File: src/rtl/bytestriping_pkg.sv
// Shared constants for the byte striper pair (TX and RX): lane count and the
// idle/pad symbol defaults used to recognise padding on the receive side.
package bytestriping_pkg;

  localparam int          NUM_LANES     = 4;
  localparam logic [7:0]  IDLE_BYTE_DEF = 8'hBC;
  localparam logic [7:0]  PAD_BYTE_DEF  = 8'hF7;

  typedef enum logic {
    EMPTY = 1'b0,
    FILL  = 1'b1
  } stripe_state_t;

  // Lanes at and above n hold padding in a flushed group of n bytes.
  function automatic logic [NUM_LANES-1:0] pad_mask_f(input logic [1:0] n);
    return {NUM_LANES{1'b1}} << n;
  endfunction

endpackage

File: src/rtl/bytestriping_tx.sv
// Transmit byte striper: collects one byte per clock into groups of four and
// presents each group across four lanes for one cycle; partial groups are padded on flush.
module bytestriping_tx
  import bytestriping_pkg::*;
#(
  parameter int               WIDTH     = 8,
  parameter logic [WIDTH-1:0] IDLE_BYTE = IDLE_BYTE_DEF,
  parameter logic [WIDTH-1:0] PAD_BYTE  = PAD_BYTE_DEF
) (
  input  logic                 clk,
  input  logic                 reset,
  input  logic [WIDTH-1:0]     data,
  input  logic                 valid,
  output logic [WIDTH-1:0]     data_out0,
  output logic [WIDTH-1:0]     data_out1,
  output logic [WIDTH-1:0]     data_out2,
  output logic [WIDTH-1:0]     data_out3,
  output logic                 valid_out,
  output logic [NUM_LANES-1:0] pad_mask,
  output logic [7:0]           group_cnt
);

  stripe_state_t                            state;
  logic [1:0]                               ptr;
  logic [NUM_LANES-2:0][WIDTH-1:0]          stg;
  logic [NUM_LANES-1:0][WIDTH-1:0]          lanes;

  assign data_out0 = lanes[0];
  assign data_out1 = lanes[1];
  assign data_out2 = lanes[2];
  assign data_out3 = lanes[3];

  always_ff @(posedge clk) begin
    if (reset) begin
      // Staged bytes are dropped outright; no flush group leaves on reset.
      state     <= EMPTY;
      ptr       <= '0;
      stg       <= '0;
      lanes     <= {NUM_LANES{IDLE_BYTE}};
      valid_out <= 1'b0;
      pad_mask  <= '0;
      group_cnt <= '0;
    end else if (valid) begin
      if (ptr != 2'd3) begin
        for (int i = 0; i < NUM_LANES-1; i++)
          if (ptr == 2'(i)) stg[i] <= data;
        ptr       <= ptr + 2'd1;
        state     <= FILL;
        lanes     <= {NUM_LANES{IDLE_BYTE}};
        valid_out <= 1'b0;
        pad_mask  <= '0;
      end else begin
        lanes     <= {data, stg[2], stg[1], stg[0]};
        valid_out <= 1'b1;
        pad_mask  <= '0;
        ptr       <= '0;
        state     <= EMPTY;
        group_cnt <= group_cnt + 8'd1;
      end
    end else if (state == FILL) begin
      for (int i = 0; i < NUM_LANES; i++)
        lanes[i] <= (2'(i) < ptr && i < NUM_LANES-1) ? stg[i] : PAD_BYTE;
      pad_mask  <= pad_mask_f(ptr);
      valid_out <= 1'b1;
      ptr       <= '0;
      state     <= EMPTY;
      group_cnt <= group_cnt + 8'd1;
    end else begin
      lanes     <= {NUM_LANES{IDLE_BYTE}};
      valid_out <= 1'b0;
      pad_mask  <= '0;
    end
  end

endmodule

File: config.mk
export PLATFORM = sky130hd
export DESIGN_NAME = bytestriping_tx
export DESIGN_NICKNAME = d
export VERILOG_FILES = /design/src/rtl/bytestriping_pkg.sv /design/src/rtl/bytestriping_tx.sv
export SDC_FILE = /design/constraint.sdc
export NUM_CORES = 1
export LEC_CHECK = 0
export BUFFER_PORTS_ARGS = -buffer_cell sky130_fd_sc_hd__buf_2
export CAP_MARGIN = 20
export CORE_MARGIN = 5
export CORE_UTILIZATION = 47
export CTS_CLUSTER_DIAMETER = 80
export DETAILED_ROUTE_END_ITERATION = 8
export GPL_ROUTABILITY_DRIVEN = 0
export HOLD_SLACK_MARGIN = 0.08
export PLACE_DENSITY = 0.8
export SLEW_MARGIN = 25
export SYNTH_ARGS = -nofsm -noshare
export SYNTH_HDL_FRONTEND = slang
export SYNTH_SLANG_ARGS = --single-unit
File: constraint.sdc
create_clock -name clk -period 1.6 [get_ports clk]
set_input_delay 0.16 -clock clk [delete_from_list [all_inputs] [get_ports clk]]
set_output_delay 0.16 -clock clk [all_outputs]
set_load 0.01 [all_outputs]
Word level (Yosys, flattened, before mapping)
Cells that the tools add are included.

Flip-flop bits (word level): 72. Output and inout port bits: 45. Logic and storage cells: 48.

Add/subtract/negate cells: 2. $lt $le $gt $ge: 3. Eq/ne operators: 4. Shift-type cells: 1. Multiplexer cells: 16. Bitwise logic cells: 2. Reduce and logical (&&, ||, !) cells: 8.

Operators by type and width (number): $mux W32 (2); $mux W8 (6); $mux W31 (1); $reduce_and A3 Y1 (3); $add A8 B1 Y8 const B (1); $mux W2 (3); $lt A1 B2 Y1 const A (2); $mux W1 (4); $ne A2 B2 Y1 const B (2); $shl A4 B2 Y4 const A (1); $reduce_or A3 Y1 (1); $add A2 B1 Y2 const B (1); $eq A2 B1 Y1 const B (1); $eq A2 B2 Y1 const B (1); $logic_not A2 Y1 (1); $lt A2 B2 Y1 const A (1); $not A1 Y1 (2); $reduce_and A2 Y1 (1); $reduce_bool A2 Y1 (1); $reduce_or A2 Y1 (1).

Logic depth before layout (Yosys ltp)
Gate-level depths: netlist of the first run.

Depth after elaboration: 4. Mapped depth: 6. Mapped depth without buffers: 5.

Least setup slack after synthesis of the first run
OpenSTA, ideal clock, no wires.

Kind: register to register. Start point: reg ptr[1]. End point: reg lanes, in the netlist data_out0[3]. Library setup time: 0.137 ns. Arrival time: 1.416 ns. Required time: 1.463 ns. Path slack: 0.047 ns. Stages on the path, launching flop included: 6. Path buffers: 1. Clock period less this slack: 1.553 ns. Cells stage by stage: dfxtp_1 ha_1 clkbuf_1 nand2_1 a21oi_2 o21ai_0.

Word-level cells in the longest chain between the ends: 4. Elaborated cells on any way between the ends: 6. Those cells by class: order compare: 1; eq/ne: 1; mux: 4.

Ends and longest elaborated chain: from (decl) (line bytestriping_tx.sv:24) `logic [1:0] ptr;`; from (signal assigned) (line bytestriping_tx.sv:47) `ptr <= ptr + 2'd1;`; $lt A1 B2 Y1 (line bytestriping_tx.sv:62) `lanes[i] <= (2'(i) < ptr && i < NUM_LANES-1) ? stg[i] : PAD_BYTE;`; $mux W8 (line bytestriping_tx.sv:62); $mux W31 (line bytestriping_tx.sv:60) `end else if (state == FILL) begin`; $mux W32 (*) (line bytestriping_tx.sv:43) `end else if (valid) begin`; to (signal assigned) (line bytestriping_tx.sv:49) `lanes <= {NUM_LANES{IDLE_BYTE}};`; to (signal, indexed assignment) (line bytestriping_tx.sv:62); to (signal assigned) (line bytestriping_tx.sv:69) `lanes <= {NUM_LANES{IDLE_BYTE}};`; to (decl) (line bytestriping_tx.sv:26) `logic [NUM_LANES-1:0][WIDTH-1:0] lanes;`.

Every way passes the cells marked *; elsewhere a longest branch is shown, timed or not. A chain may end at the register's enable or synchronous reset.

Worst setup path after layout of the first run
Start point: reg ptr[0]. End point: reg group_cnt[7].

Word-level cells in the longest chain between the ends: 3.

Ends and longest elaborated chain: $ne A2 B2 Y1 (line bytestriping_tx.sv:44) `if (ptr != 2'd3) begin`; $ne A2 B2 Y1 (no line); $reduce_and A2 Y1 (no line); to (signal assigned) (line bytestriping_tx.sv:58) `group_cnt <= group_cnt + 8'd1;`; to (signal assigned) (line bytestriping_tx.sv:67) `group_cnt <= group_cnt + 8'd1;`; to (decl) (line bytestriping_tx.sv:20) `output logic [7:0] group_cnt`.

No other way between the ends.

==> metrics.txt, run 1 <==
Synth Cell Area=2485 sq um; top post-synthesis cells by area=dfxtp_1 (58%), mux2i_1 (10%), nor2_1 (5.1%); Setup Fix Bufs, Post-CTS=0; Post-synth EDFFs=0; cell area after layout=3193 sq um; Seq pwr share=51.3%; Synth top area share=58.01%; Max Cap Viol=0; global-route wire length before repair=8404 um; share of post-route cells with drive strength above 1=28.21%; dpl hpwl=3711 um; antenna-violating nets left=0; setup violators final=0; Worst Path Max Fanout=15; # placed instances=368; hold_ws=0.09155 ns; total wire length=5238 um; RSZ-0062 raised after global routing=no; number of H-tree levels=3; CP top delay family=simple AND/OR/NAND/NOR gates; Ports=56; port bufs=55; initial antenna violation count=0; Net Sw Power=805.1 uW; clock-pin slew of the registers on the worst-case setup and hold paths=0.07 ns; Die Y=82.71 um; Net Count, Synth=256; worst vdd ir=approximately 0.7 mV; Layout Cells excl Fill=just under 400; P per Cell Area=~1100 nW/um^2; Cells after Synth=239; DRT Pass-1 Iters=4; Worst-Margin Slew=0.4526 ns; syn avg cell area=10.40 sq um; Slowest-stage cell, CP=or4_1; Final Max Tran Viols=0; total track usage=16.71%; Tmin final=1.522 ns; fill cell count=429; Hold Fails Final Rpt=0; starting density of the core=about half; Sw Ratio=between 20% and 30%; CP Class=flip-flop to flip-flop; sequential share of the synthesized area=58.01%; CP Data Required Time=1.87 ns; slowest cell delay on critical path=roughly 0.50 ns; Num CTS Buffers=9; core footprint=5107 sq um; Worst slew margin=a little over two thirds; setup TNS=0 ns; WL/cell=approximately 13 um; die area=6841 sq um; prevailing post-synth register cell=dfxtp_1; status=completed; Peak Freq=0.6569 GHz; row cnt=26; clock root buffer master=clkbuf_8; synth warn=0; DRC=0; cell taking the most area after synthesis=dfxtp_1; vias in the first global route=1851; Final period util=95.15%; Sink Count=between 70 and 80; worst path bufs/invs=1; Crit. End Element=flip-flop; crit path DAT=around 1.8 ns; FFs w/ async S/R, synth=0%; largest net degree at the start of global routing=21; Die Wd=approximately 83 um; CP cell instances=ha_1 > mux2i_1 > buf_4 > or4_1 > a21oi_1; cell leakage power=0.001500 uW; via/cell ratio=4.735; min-delay worst type=primary input to flip-flop; most common cell in the synthesized netlist=dfxtp_1; Clock Path Buffers=2; clk_lat worst skew=0.34 ns; clock power share=41.8%; vias post-DR=1842; synth cell count leaders=dfxtp_1 (72), nor2_1 (34), mux2i_1 (26), a21oi_1 (16), nand2b_1 (13); GRT overflow=0; internal power=~2800 uW; Ant. Diodes=0; Synth cell types=27; crit path launch type=flip-flop; synth-to-layout area growth=28.50%; Worst Skew=between 0.003 and 0.004 ns; #FFs+latches synth=72; 1st-iter DRT viols=95; CTS tree=yes; final net count=331; Placed Area=2917 sq um; Combinational Power Share=6.9%; total power=around 3600 uW
==> cells by family (layout without fill, tap and decap cells) <==
group | Yosys count | after routing | share of synthesized area (%)
compound gates | 33 | 33 | 8.107
xor+xnor | 1 | 1 | 0.3525
fa+ha+maj | 6 | 6 | 3.021
buf+inv | 24 | 104 | 3.877
flops | 72 | 72 | 58.01
mux | 26 | 26 | 10.47
simple gates | 77 | 77 | 16.16
==> what timing repair did <==
item                                    in CTS  in global routing
hold endpoints to repair                     5                  0
hold buffers                                 5                  0
gates resized for setup                      0                  4
endpoints found under the setup margin       0                 16
==> worst paths after layout <==
kind,start,end,slack [ns],cells after the start
worst min register to register,stg[21],data_out2[5],0.44,1
worst max register to register,ptr[0],group_cnt[7],0.08,5
worst min-delay path,data[1],data_out3[1],0.09,2
worst max-delay path,ptr[0],group_cnt[7],0.08,5
==> cell usage in the layout, fill, tap and decap left out, types with 6 or more instances in the layout <==
cell | netlist | layout
mux2i_1 | 26 | 26
buf_2 | 5 | 55
or3_1 | 6 | 6
nand2b_1 | 13 | 13
dfxtp_1 | 72 | 70
nor2_1 | 34 | 34
ha_1 | 6 | 6
a21oi_1 | 16 | 15
clkbuf_8 | 0 | 9
inv_1 | 12 | 12
buf_4 | 0 | 16
==> area by class of cell <==
cell class / count / area, sq um / share of cell area [%]
sequential: 72 / 1444 / 45.22
multi-input combinational: 143 / 958.4 / 30.02
timing repair buffer: 76 / 445.4 / 13.95
clock buffer: 11 / 131.4 / 4.114
tap: 70 / 87.58 / 2.743
clock inverter: 5 / 81.33 / 2.547
inverter: 12 / 45.04 / 1.411
==> worst reg2reg max path: stages (launching register included) <==
cell	delay, ns
dfxtp_2	0.37
ha_1	0.17
mux2i_1	0.07
buf_4	0.19
or4_1	0.50
a21oi_1	0.15
==> power by group through the flow <==
stage	Clock, uW	Combinational (uW)	Sequential, uW
global route	1620	280	1870
finish	1520	251	1870
floorplan	0	133	1920
global placement	0	234	1910
CTS	1550	250	1870
detailed placement	0	239	1910
==> registers in the layout, indices dropped and copies added, names as in the netlist <==
signal / count
data_out3: 8
data_out0: 8
ptr: 2
valid_out: 1
pad_mask: 4
data_out2: 8
group_cnt: 8
state: 1
stg: 24
data_out1: 8
==> metal layers <==
| metal | part of all wire [%] | GRT usage (%) |
|---|---|---|
| met1 | 42 | 18.60 |
| met2 | 50 | 27.88 |
| met3 | 5.8 | 4.772 |
| met4 | 2.2 | 10.62 |
| met5 | 0 | 0 |
==> stage by stage <==
stage	utilization [%]	setup WS, ns
2_1_floorplan	-	0.04679
3_3_place_gp	57.10	0.08487
3_5_place_dp	57.10	0.02928
4_1_cts	62.25	0.01876
5_1_grt	62.52	0.006362
6_report	62.52	0.07767
(Power assumes the default switching activity.)
==> run 2, diff against run 1 <==
Settings changed: CORE_UTILIZATION 47 to 40, GPL_TIMING_DRIVEN from default to 0, PLACE_DENSITY 0.8 to 0.7.
==> metrics.txt, run 2 (synthesis results as in run 1) <==
core footprint=5991 sq um (+17%); Worst slew margin=56.42% (-13 points); vias in the first global route=1836 (-0.81%); vias post-DR=1861 (+1.0%); via/cell ratio=4.760 (+0.51%); final net count=329 (-0.60%); r2r setup slk=0.09 ns (about the same); clock power share=40.7% (-1.1 points); GRT overflow=0 (unchanged); largest net degree at the start of global routing=13 (-38%); 1st-iter DRT viols=106 (+12%); Peak Freq=0.6624 GHz (+0.84%); initial antenna violation count=0 (unchanged); DRT Pass-1 Iters=4 (unchanged); Slowest-stage cell, CP=dfxtp_4; P per Cell Area=1118 nW/um^2 (-2.0%); Num CTS Buffers=9 (unchanged); fill cell count=545 (+27%); # placed instances=369 (+0.27%); total wire length=5339 um (+1.9%); Die Wd=88.82 um (+7.4%); GRT met3 Usage=4.469% (-0.30 points); area occupied by multi-input gates=994.7 sq um (+3.8%); CP cell instances=inv_1 > ha_1 > or3b_1 > a21oi_4 > nand2b_1; status=completed; Sw Ratio=22.81% (+0.70 points); total track usage=15.08% (-1.6 points); Sequential Area=1449 sq um (+0.35%); antenna-violating nets left=0 (unchanged); min-delay worst type=primary input to flip-flop; internal power=2751 uW (-3.0%); Largest Register=stg; starting density of the core=41.48% (-7.2 points); Tmin final=1.510 ns (-0.01264 ns); utilization after layout=53.22% (-9.3 points); Worst Path Max Fanout=10 (-5); Setup Fix Bufs, Post-CTS=0 (unchanged); Ports=56 (unchanged); setup TNS=0 ns (unchanged); clock-pin slew of the registers on the worst-case setup and hold paths=0.07 ns (about the same); Final period util=94.36% (-0.79 points); CTS tree=yes; CP Data Required Time=1.83 ns (-0.04 ns); port bufs=55 (unchanged); die area=7888 sq um (+15%); CP Class=flip-flop to flip-flop; worst vdd ir=0.5317 mV (-24%); slowest cell delay on critical path=0.41 ns (-0.09 ns); crit path launch=ptr[1]; max reg flops=24 (unchanged); Worst-Margin Slew=0.6537 ns (+0.2010 ns); Combinational Power Share=6.8% (about the same); commonest non-fill, non-tap cell in the layout=dfxtp_1; commonest non-fill, non-tap cells in the layout=dfxtp_1 (70), buf_2 (59), nor2_1 (34); RSZ-0062 raised after global routing=no; cell leakage power=0.001458 uW (-2.8%); worst r2r dst=data_out0[2]; clock root buffer master=clkbuf_8; Max Cap Viol=0 (unchanged); Clock Path Buffers=2 (unchanged); Crit. End Element=flip-flop; Die Y=88.82 um (+7.4%); Hold Fails Final Rpt=0 (unchanged); global-route wire length before repair=8763 um (+4.3%); Sink Count=72 (unchanged); Final Max Tran Viols=0 (unchanged); crit path DAT=1.73 ns (-0.06 ns); Worst Skew=0.009367 ns (+0.006292 ns); DRC=0 (unchanged); crit path launch type=flip-flop; share of post-route cells with drive strength above 1=27.53% (-0.68 points); met1 Usage GRT=19.43% (+0.82 points); Critical R2R Launch=ptr[1]; Worst Setup EP=data_out0[2]; busiest grt layer=met2; setup violators final=0 (unchanged); WL/cell=13.65 um (+1.4%); number of H-tree levels=3 (unchanged); Layout Cells excl Fill=391 (+0.51%); synth-to-layout area growth=28.30%; Worst R2R Path Depth=5 (unchanged); Net Sw Power=812.7 uW (+0.95%); row cnt=28 (+7.7%); Seq pwr share=52.5% (+1.2 points); GR Layer Usage met2=22.60% (-5.3 points); Ant. Diodes=0 (unchanged); clk_lat worst skew=0.34 ns (about the same); dpl hpwl=3576 um (-3.6%)
run 2: cell types whose count changed in the layout (fill, tap and decap cells not counted), sizes merged:
cell         delta
a21oi           +1
buf            -11
bufinv          -1
clkbuf          +5
clkinvlp        -1
dlygate4sd3     +3
inv             +1
run 2: stage by stage:
stage                     hold WS, ns  power [uW]  worst slack, ns  area [sq um]
final                          0.1051        3564          0.09032          3188
after global routing          0.09869        3734         0.005777          3188
after CTS                      0.1046        3608          0.02012          3161
after detailed placement       0.4172        2132          -0.4365          2854
after global placement         0.4146        2127          -0.4145          2854
after floorplan                0.2638        2050          0.04679          2485
run 2: cell type report:
cell class	instances	share of cell area [%]
Timing Repair Buffer	63	11.15
Tap cell	75	2.943
Clock inverter	4	1.648
Sequential cell	72	45.45
Inverter	12	1.413
Multi-Input combinational cell	144	31.20
Buffer	10	1.452
Clock buffer	11	4.749
run 2: how the worst min path moves through the flow:
stage	from	to	slack, ns	depth (start not counted)
after floorplan	data[2]	data_out3[2]	0.26	1
after global placement	data[7]	data_out3[7]	0.41	2
after detailed placement	data[5]	data_out3[5]	0.42	2
after CTS	reset	data_out1[5]	0.10	3
after global routing	reset	pad_mask[1]	0.1	2
final	reset	pad_mask[1]	0.11	2
run 2: repair_timing:
action / CTS / global route
hold buffers: 8 / 0
pin swaps: 0 / 1
endpoints found under the hold margin: 8 / 0
gates cloned: 0 / 1
resized for setup: 8 / 7
setup endpoints to repair: 49 / 19
run 2: per-layer routing:
metal	wire length, um	part of all wire, %
met5	0	0
met2	2462	46
met3	306	5.7
met4	107	2.0
met1	2462	46
run 2: critical path: cells and delay by family (launching register included):
family | cells | cell delay [ns]
DFF | 1 | 0.41
and+or+nand+nor | 2 | 0.49
buffers and inverters | 1 | 0.08
AOI/OAI and AO/OA | 1 | 0.21
adders and majority gates | 1 | 0.21
run 2: power by group through the flow:
stage | combinational [uW] | clock [uW] | sequential, uW
6_report | 242 | 1450 | 1870
5_1_grt | 269 | 1590 | 1880
4_1_cts | 241 | 1500 | 1870
3_5_place_dp | 221 | 0 | 1910
3_3_place_gp | 218 | 0 | 1910
2_1_floorplan | 133 | 0 | 1920
